--- src/rtl/mem_stage_lsu_pkg.sv ---
// Shared definitions for the MEM-stage load/store unit: mem_op bit layout,
// size codes, FSM state encoding and the legal XLEN values.
// Pure definitions, no logic, no latency, no flow control.
package mem_stage_lsu_pkg;

  // Legal register widths.
  localparam int XLEN_32 = 32;
  localparam int XLEN_64 = 64;

  // mem_op = {is_load, is_store, size[1:0], is_unsigned}
  localparam int MEMOP_W        = 5;
  localparam int MEMOP_LOAD     = 4;
  localparam int MEMOP_STORE    = 3;
  localparam int MEMOP_SIZE_HI  = 2;
  localparam int MEMOP_SIZE_LO  = 1;
  localparam int MEMOP_UNSIGNED = 0;

  localparam logic [1:0] MEM_SZ_B = 2'd0;
  localparam logic [1:0] MEM_SZ_H = 2'd1;
  localparam logic [1:0] MEM_SZ_W = 2'd2;
  localparam logic [1:0] MEM_SZ_D = 2'd3;

  typedef enum logic [1:0] {
    LSU_IDLE = 2'd0,
    LSU_REQ  = 2'd1,
    LSU_WAIT = 2'd2,
    LSU_DONE = 2'd3
  } lsu_state_t;

  // A doubleword cannot exist on a 32-bit datapath; it degrades to a word.
  function automatic logic [1:0] eff_size(input logic [1:0] size, input int xlen);
    return ((size == MEM_SZ_D) && (xlen == XLEN_32)) ? MEM_SZ_W : size;
  endfunction

  function automatic logic [3:0] size_len(input logic [1:0] size);
    logic [3:0] len;
    case (size)
      MEM_SZ_B: len = 4'd1;
      MEM_SZ_H: len = 4'd2;
      MEM_SZ_W: len = 4'd4;
      default:  len = 4'd8;
    endcase
    return len;
  endfunction

  // Low address bits that must be zero for a naturally aligned access.
  function automatic logic [2:0] align_mask(input logic [1:0] size);
    logic [2:0] mask;
    case (size)
      MEM_SZ_B: mask = 3'b000;
      MEM_SZ_H: mask = 3'b001;
      MEM_SZ_W: mask = 3'b011;
      default:  mask = 3'b111;
    endcase
    return mask;
  endfunction

endpackage

--- src/rtl/mem_stage_lsu_if.sv ---
// Request/response bus between the load/store unit and the memory controller.
// Request: valid/ready handshake, fields stable while valid && !ready.
// Response: single-cycle mem_resp_valid strobe, no backpressure.
// Ports: mem_req_valid/ready/we/addr/wdata/len, mem_resp_valid/data.
interface mem_stage_lsu_if #(
  parameter int ADDR_W = 32,
  parameter int XLEN   = 32
) ();

  logic              mem_req_valid;
  logic              mem_req_ready;
  logic              mem_req_we;
  logic [ADDR_W-1:0] mem_req_addr;
  logic [XLEN-1:0]   mem_req_wdata;
  logic [3:0]        mem_req_len;
  logic              mem_resp_valid;
  logic [XLEN-1:0]   mem_resp_data;

  // LSU side.
  modport master (
    output mem_req_valid, mem_req_we, mem_req_addr, mem_req_wdata, mem_req_len,
    input  mem_req_ready, mem_resp_valid, mem_resp_data
  );

  // Memory controller side.
  modport slave (
    input  mem_req_valid, mem_req_we, mem_req_addr, mem_req_wdata, mem_req_len,
    output mem_req_ready, mem_resp_valid, mem_resp_data
  );

endinterface

--- src/rtl/mem_stage_lsu_load_ext.sv ---
// Sign/zero extension of right-aligned load data to XLEN by access size.
// Latency: combinational.
// Backpressure: none.
// Ports: i_data (raw response), i_size (effective size code), i_unsigned,
//        o_data (extended result).
module lsu_load_ext
  import mem_stage_lsu_pkg::*;
#(
  parameter int XLEN = 32
) (
  input  logic [XLEN-1:0] i_data,
  input  logic [1:0]      i_size,
  input  logic            i_unsigned,
  output logic [XLEN-1:0] o_data
);

  logic [XLEN-1:0] w_byte;
  logic [XLEN-1:0] w_half;
  logic [XLEN-1:0] w_word;

  assign w_byte = {{(XLEN-8){i_data[7] & ~i_unsigned}}, i_data[7:0]};
  assign w_half = {{(XLEN-16){i_data[15] & ~i_unsigned}}, i_data[15:0]};

  // A word only needs extending when the register is wider than 32 bits
  // (LW vs LWU on a 64-bit datapath).
  generate
    if (XLEN > 32) begin : g_word_ext
      assign w_word = {{(XLEN-32){i_data[31] & ~i_unsigned}}, i_data[31:0]};
    end else begin : g_word_full
      assign w_word = i_data;
    end
  endgenerate

  always_comb begin
    o_data = i_data;
    case (i_size)
      MEM_SZ_B: o_data = w_byte;
      MEM_SZ_H: o_data = w_half;
      MEM_SZ_W: o_data = w_word;
      default:  o_data = i_data;
    endcase
  end

endmodule

--- src/rtl/mem_stage_lsu.sv ---
// MEM pipeline stage: passes non-memory ops through and sequences loads/stores
// against the memory controller. Latency: 0 for non-memory ops, >=2 cycles
// for memory ops. Backpressure: stall_from_mem holds ex_mem while an access
// is outstanding; the request waits on mem_req_ready; rdy_in low freezes it.
// Ports: clk_in/rst_in/rdy_in; in_* from ex_mem; out_* to mem_wb; fwd_* to ID;
//        stall_from_mem to stallctrl; mem_bus (master) to the memory controller.
// Optional: define LSU_MISALIGN_TRAP_EN to trap misaligned accesses instead
//           of issuing them; otherwise out_misalign is tied low.
module mem_stage_lsu
  import mem_stage_lsu_pkg::*;
#(
  parameter int XLEN       = 32,  // 32 or 64 only
  parameter int ADDR_W     = 32,
  parameter int REG_ADDR_W = 5
) (
  input  logic                  clk_in,
  input  logic                  rst_in,
  input  logic                  rdy_in,
  input  logic [REG_ADDR_W-1:0] in_rd_addr,
  input  logic [XLEN-1:0]       in_rd_data,
  input  logic                  in_rd_we,
  input  logic [MEMOP_W-1:0]    in_mem_op,
  input  logic [ADDR_W-1:0]     in_mem_addr,
  input  logic [XLEN-1:0]       in_store_data,
  output logic [REG_ADDR_W-1:0] out_rd_addr,
  output logic [XLEN-1:0]       out_rd_data,
  output logic                  out_rd_we,
  output logic                  out_misalign,
  output logic                  fwd_valid,
  output logic [REG_ADDR_W-1:0] fwd_addr,
  output logic [XLEN-1:0]       fwd_data,
  output logic                  stall_from_mem,
  mem_stage_lsu_if.master       mem_bus
);

  lsu_state_t      r_state;
  logic [XLEN-1:0] r_result;

  logic            w_is_load;
  logic            w_is_store;
  logic            w_is_mem;
  logic            w_unsigned;
  logic [1:0]      w_size;
  logic [3:0]      w_len;
  logic [XLEN-1:0] w_ext;
  logic            w_trap;

  assign w_is_load  = in_mem_op[MEMOP_LOAD];
  assign w_is_store = in_mem_op[MEMOP_STORE];
  assign w_is_mem   = w_is_load | w_is_store;
  assign w_unsigned = in_mem_op[MEMOP_UNSIGNED];
  assign w_size     = eff_size(in_mem_op[MEMOP_SIZE_HI:MEMOP_SIZE_LO], XLEN);
  assign w_len      = size_len(w_size);

`ifdef LSU_MISALIGN_TRAP_EN
  assign w_trap = w_is_mem && ((in_mem_addr[2:0] & align_mask(w_size)) != 3'b000);
`else
  assign w_trap = 1'b0;
`endif

  lsu_load_ext #(
    .XLEN (XLEN)
  ) u_load_ext (
    .i_data     (mem_bus.mem_resp_data),
    .i_size     (w_size),
    .i_unsigned (w_unsigned),
    .o_data     (w_ext)
  );

  // The instruction in ex_mem is held by our stall from the IDLE issue cycle
  // through DONE, so the in_* fields remain valid for the whole sequence.
  always_ff @(posedge clk_in or posedge rst_in) begin
    if (rst_in) begin
      r_state  <= LSU_IDLE;
      r_result <= '0;
    end else if (rdy_in) begin
      case (r_state)
        LSU_IDLE: begin
          if (w_trap) begin
            r_state <= LSU_DONE;
          end else if (w_is_mem) begin
            r_state <= mem_bus.mem_req_ready ? LSU_WAIT : LSU_REQ;
          end
        end
        LSU_REQ: begin
          if (mem_bus.mem_req_ready) begin
            r_state <= LSU_WAIT;
          end
        end
        LSU_WAIT: begin
          if (mem_bus.mem_resp_valid) begin
            if (w_is_load) begin
              r_result <= w_ext;
            end
            r_state <= LSU_DONE;
          end
        end
        default: begin
          r_state <= LSU_IDLE;
        end
      endcase
    end
  end

  always_comb begin
    out_rd_addr           = in_rd_addr;
    out_rd_data           = in_rd_data;
    out_rd_we             = 1'b0;
    out_misalign          = 1'b0;
    stall_from_mem        = 1'b0;
    mem_bus.mem_req_valid = 1'b0;
    mem_bus.mem_req_we    = w_is_store;
    mem_bus.mem_req_addr  = in_mem_addr;
    mem_bus.mem_req_wdata = in_store_data;
    mem_bus.mem_req_len   = w_len;

    case (r_state)
      LSU_IDLE: begin
        if (w_is_mem) begin
          stall_from_mem        = 1'b1;
          mem_bus.mem_req_valid = rdy_in & ~w_trap;
        end else begin
          out_rd_we = in_rd_we;
        end
      end
      LSU_REQ: begin
        stall_from_mem        = 1'b1;
        mem_bus.mem_req_valid = rdy_in;
      end
      LSU_WAIT: begin
        stall_from_mem = 1'b1;
      end
      default: begin
        // DONE: a trapped access or a store retires without a register write.
        out_misalign = w_trap;
        if (w_is_load && !w_trap) begin
          out_rd_data = r_result;
          out_rd_we   = in_rd_we;
        end
      end
    endcase

    // Everything visible is forced low for as long as reset is asserted.
    if (rst_in) begin
      out_rd_addr           = '0;
      out_rd_data           = '0;
      out_rd_we             = 1'b0;
      out_misalign          = 1'b0;
      stall_from_mem        = 1'b0;
      mem_bus.mem_req_valid = 1'b0;
      mem_bus.mem_req_we    = 1'b0;
      mem_bus.mem_req_addr  = '0;
      mem_bus.mem_req_wdata = '0;
      mem_bus.mem_req_len   = '0;
    end
  end

  assign fwd_valid = out_rd_we && (out_rd_addr != '0);
  assign fwd_addr  = out_rd_addr;
  assign fwd_data  = out_rd_data;

endmodule

--- src/flat_wrapper.sv ---
// flat-port wrapper written by rule: the top's interface ports become plain ports
module mem_stage_lsu_flat import mem_stage_lsu_pkg::*;
#(
  parameter int XLEN       = 32,                  
  parameter int ADDR_W     = 32,
  parameter int REG_ADDR_W = 5
)
  (clk_in, rst_in, rdy_in, in_rd_addr, in_rd_data, in_rd_we, in_mem_op, in_mem_addr, in_store_data, out_rd_addr, out_rd_data, out_rd_we, out_misalign, fwd_valid, fwd_addr, fwd_data, stall_from_mem, mem_bus_mem_req_valid, mem_bus_mem_req_we, mem_bus_mem_req_addr, mem_bus_mem_req_wdata, mem_bus_mem_req_len, mem_bus_mem_req_ready, mem_bus_mem_resp_valid, mem_bus_mem_resp_data);
  mem_stage_lsu_if #(.ADDR_W(ADDR_W), .XLEN(XLEN)) mem_bus_i ();
  input  logic clk_in;
  input  logic rst_in;
  input  logic rdy_in;
  input  logic [REG_ADDR_W-1:0] in_rd_addr;
  input  logic [XLEN-1:0] in_rd_data;
  input  logic in_rd_we;
  input  logic [MEMOP_W-1:0] in_mem_op;
  input  logic [ADDR_W-1:0] in_mem_addr;
  input  logic [XLEN-1:0] in_store_data;
  output logic [REG_ADDR_W-1:0] out_rd_addr;
  output logic [XLEN-1:0] out_rd_data;
  output logic out_rd_we;
  output logic out_misalign;
  output logic fwd_valid;
  output logic [REG_ADDR_W-1:0] fwd_addr;
  output logic [XLEN-1:0] fwd_data;
  output logic stall_from_mem;
  output wire logic [$bits(mem_bus_i.mem_req_valid)-1:0] mem_bus_mem_req_valid;
  output wire logic [$bits(mem_bus_i.mem_req_we)-1:0] mem_bus_mem_req_we;
  output wire logic [$bits(mem_bus_i.mem_req_addr)-1:0] mem_bus_mem_req_addr;
  output wire logic [$bits(mem_bus_i.mem_req_wdata)-1:0] mem_bus_mem_req_wdata;
  output wire logic [$bits(mem_bus_i.mem_req_len)-1:0] mem_bus_mem_req_len;
  input wire logic [$bits(mem_bus_i.mem_req_ready)-1:0] mem_bus_mem_req_ready;
  input wire logic [$bits(mem_bus_i.mem_resp_valid)-1:0] mem_bus_mem_resp_valid;
  input wire logic [$bits(mem_bus_i.mem_resp_data)-1:0] mem_bus_mem_resp_data;
  assign mem_bus_mem_req_valid = mem_bus_i.mem_req_valid;
  assign mem_bus_mem_req_we = mem_bus_i.mem_req_we;
  assign mem_bus_mem_req_addr = mem_bus_i.mem_req_addr;
  assign mem_bus_mem_req_wdata = mem_bus_i.mem_req_wdata;
  assign mem_bus_mem_req_len = mem_bus_i.mem_req_len;
  assign mem_bus_i.mem_req_ready = mem_bus_mem_req_ready;
  assign mem_bus_i.mem_resp_valid = mem_bus_mem_resp_valid;
  assign mem_bus_i.mem_resp_data = mem_bus_mem_resp_data;
  mem_stage_lsu #(.XLEN(XLEN), .ADDR_W(ADDR_W), .REG_ADDR_W(REG_ADDR_W)) u_core (.clk_in(clk_in), .rst_in(rst_in), .rdy_in(rdy_in), .in_rd_addr(in_rd_addr), .in_rd_data(in_rd_data), .in_rd_we(in_rd_we), .in_mem_op(in_mem_op), .in_mem_addr(in_mem_addr), .in_store_data(in_store_data), .out_rd_addr(out_rd_addr), .out_rd_data(out_rd_data), .out_rd_we(out_rd_we), .out_misalign(out_misalign), .fwd_valid(fwd_valid), .fwd_addr(fwd_addr), .fwd_data(fwd_data), .stall_from_mem(stall_from_mem), .mem_bus(mem_bus_i));
endmodule
--- config.mk ---
export PLATFORM = sky130hd
export DESIGN_NAME = mem_stage_lsu_flat
export DESIGN_NICKNAME = d
export VERILOG_FILES = /design/src/rtl/mem_stage_lsu_pkg.sv /design/src/rtl/mem_stage_lsu_if.sv /design/src/rtl/mem_stage_lsu_load_ext.sv /design/src/rtl/mem_stage_lsu.sv /design/src/flat_wrapper.sv
export SDC_FILE = /design/constraint.sdc
export NUM_CORES = 1
export LEC_CHECK = 0
export CORE_AREA = 2 2 114 116
export DETAILED_ROUTE_END_ITERATION = 8
export DIE_AREA = 0 0 116 118
export PLACE_DENSITY = 0.69
export REMOVE_ABC_BUFFERS = 1
export SYNTH_ARGS = -nofsm -noshare
export SYNTH_HDL_FRONTEND = slang
export SYNTH_SLANG_ARGS = --single-unit
--- constraint.sdc ---
create_clock -name clk_in -period 2.1 [get_ports clk_in]
set_clock_uncertainty 0.1 [all_clocks]
set_input_delay 0.42 -clock clk_in [delete_from_list [all_inputs] [get_ports clk_in]]
set_output_delay 0.42 -clock clk_in [all_outputs]
set_load 0.02 [all_outputs]
==> results.md <==
- Critical path required time: 1.58 ns
- Clock root buffer: clkbuf_16
- Max Clock Freq: 0.439 GHz
- Fin. max-slew vios: 0
- Peak VDD IR: 0.377 mV
- Initial DRT Pass Iterations: 4
- Via density: around 4.4
- DIE HEIGHT: around 120 um
- First-pass GRT wire length: 22.0 mm
- Filler instances: 1139
- Number of flops mapped to enable cells by yosys: 0
- FF-to-FF Start: u_core.r_state[0]
- Final period utilization: 1.08
- Max FO, Critical Path: 8
- Status: complete, but fails checks
- Cells after DPL: 846
- Async SR Flop Fraction: 1.00
- Via count: 3854
- Post-route worst setup slack: -0.177 ns
- Critical Path Start Type: flop
- # diodes: 0
- Hold slack: 0.382 ns
- WL met1: around 5.7 mm
- # setup viols final: 65
- Post-layout util: 0.567
- Post-placement cell area: 6010 um^2
- # H-tree levels: 2
- I/O pins: about 290
- #FFs+latches synth: 34
- Crit path kind: reg2out
- Crit path capture type: output port
- DIE WIDTH: 116 um
- Clock Sinks: 34
- Layout cells sized above 1: 0.339
- Ys flop type: dfrtp_1
- Synth unique cells: 33
- Antenna Nets Post-Route: 0
- Residual DRC count: 0
- Avg Cell Area, Syn: 7.17 um^2
- Port bufs: 289
- Total Nets Final: 854
- Clock Tree Buf Depth: 2
- Initial Util: 0.236
- DR WL/cell: 17.3 um
- Final WL: 15.2 mm
- # rows: 41
- Largest net degree at the start of global routing: 35
- Met2 WL: 7.80 mm
- Maxcap violations: 0
- CTS tree: done
- Unrepaired setup endpoints after global routing: yes
- Met3 WL: about 1.4 mm
- Seq/Total Area, Yosys: 0.291
- Syn-to-layout area delta: 140%
- Highest Signal Layer: met4
- Worst EP arrival: 1.76 ns
- RePlAce Congestion: 0.915
- PwrDens: 693 nW/um^2
- Detail Placement HPWL: 11.4 mm
- CORE AREA: 12400 um^2
- Vias in the first global route: 3923
- Remaining Overflow, GRT: 0
- Multi-input gate area: 2240 um^2
- HP Start: u_core.r_result[11]
- CTS Buf Count: 5
- Leakage: 0.00341 uW
- Final min period: between 2 and 2.5 ns
- Final hold viol count: 0
- FF+latch area: 851 um^2
- Area of the mapped netlist: just under 3000 um^2
- Fin cells: just under 900
- First-iteration detailed-routing DRC count: 90
- Critical Path Source: u_core.r_state[1]
- Worst Hold Class: reg2reg
- Die area: 13700 um^2
- Clock latency at the later pin of the worst-skew pair: 0.27 ns
- Finished Cell Area: 7040 um^2
- Post-Synthesis Cells: 408
- Yosys Warn Count: 0
- Clock transition at the registers of the reported paths: 0.05 ns
- Initial antenna violation count: 0
- GRT Util Overall: 0.208
- Failing checks: setup timing
where the power goes:
part / switching (uW) / internal [uW]
Clock: 265 / 561
Sequential: 322 / 975
Combinational: 1340 / 1420
Total: 1930 / 2950
synthesized netlist by cell type (4+ instances only):
cell      count  area share
buf_2         4      0.0068
a21oi_1      43       0.074
ha_1          6       0.026
a31oi_1       6       0.013
nand2_1     114        0.15
dfrtp_1      34        0.29
a31oi_2       9       0.038
nor2b_1      72        0.15
buf_1         4      0.0051
o21ai_0      11       0.019
clkbuf_1     19       0.024
inv_1         4      0.0051
nor2_1       18       0.023
buf_4        39        0.10
area by class of cell:
cell class	count	share of cell area
timing repair buffer	357	0.503
multi-input combinational	302	0.319
sequential	34	0.121
tap	172	0.0306
clock buffer	7	0.0188
clock inverter	1	0.00427
inverter	4	0.00356
through the flow:
step | total power (uW) | setup TNS, ns | setup WS (ns)
after global routing | 5170 | -12.41 | -0.256
final | 4880 | -7.64 | -0.177
after global placement | 3280 | -56.14 | -0.716
after floorplan | 2160 | -27.54 | -0.422
after detailed placement | 3330 | -58.94 | -0.768
after CTS | 4510 | -8.64 | -0.186
worst paths after layout:
| path | endpoint | slack, ns | cells past startpoint |
|---|---|---|---|
| worst max-delay path | fwd_data[2] | -0.18 | 7 |
| worst min-delay path | u_core.r_result[11] | 0.38 | 2 |
| worst max register to register | u_core.r_result[17] | 0.21 | 9 |
| worst min register to register | u_core.r_result[11] | 0.38 | 2 |
| max in group asynchronous | u_core.r_result[7] | 1.17 | 4 |
| min in group asynchronous | u_core.r_result[2] | 0.43 | 4 |
critical path: stages, from the launching register on:
cell and delay [ns]:
dfrtp_1 0.41, ha_4 0.18, and2_4 0.21, buf_12 0.13, buf_16 0.15, nand2_2 0.08, a21oi_4 0.16, buf_6 0.14
repair_timing:
item / in CTS / in global routing
buffers inserted: 11 / 9
endpoints found under the setup margin: 145 / 74
pin swaps: 32 / 36
gates resized for setup: 555 / 97
cloned: 3 / 0
hold buffers: 0 / 0
placed cells by master (no fill, tap or decap), drive strengths merged, types with 2 or more instances in the layout:
cell / Yosys / layout
dfrtp: 34 / 34
ha: 6 / 6
clkdlybuf4s15: 0 / 3
nor3b: 2 / 2
conb: 1 / 2
clkdlybuf4s50: 0 / 136
nand2: 114 / 114
a21oi: 43 / 43
and2: 2 / 2
or3: 2 / 2
nor2b: 72 / 72
or2: 2 / 2
o21ai: 11 / 11
clkbuf: 19 / 11
buf: 50 / 138
a31oi: 16 / 16
dlymetal6s2s: 0 / 4
nor2: 18 / 18
nand2b: 2 / 2
inv: 4 / 4
dlygate4sd2: 0 / 72
cells by family (layout without fill, tap and decap cells):
family / Yosys count / after routing / share of synthesized area
compound gates: 75 / 75 / 0.165
fa+ha+maj: 6 / 6 / 0.0257
buf+inv: 73 / 369 / 0.156
flops: 34 / 34 / 0.291
mux: 1 / 1 / 0.00342
other cells: 1 / 2 / 0.00128
simple gates: 218 / 218 / 0.357
metal layers:
layer / vias up / track usage
li1: 1865 / -
met1: 1790 / 0.235
met2: 176 / 0.379
met3: 23 / 0.0551
met4: 0 / 0.0603
met5: - / 0
sequential cells by signal, indices dropped and copies added, names as in the netlist:
signal           flops
u_core.r_state       2
u_core.r_result     32
Note: power is estimated with default switching activity, not from simulation.
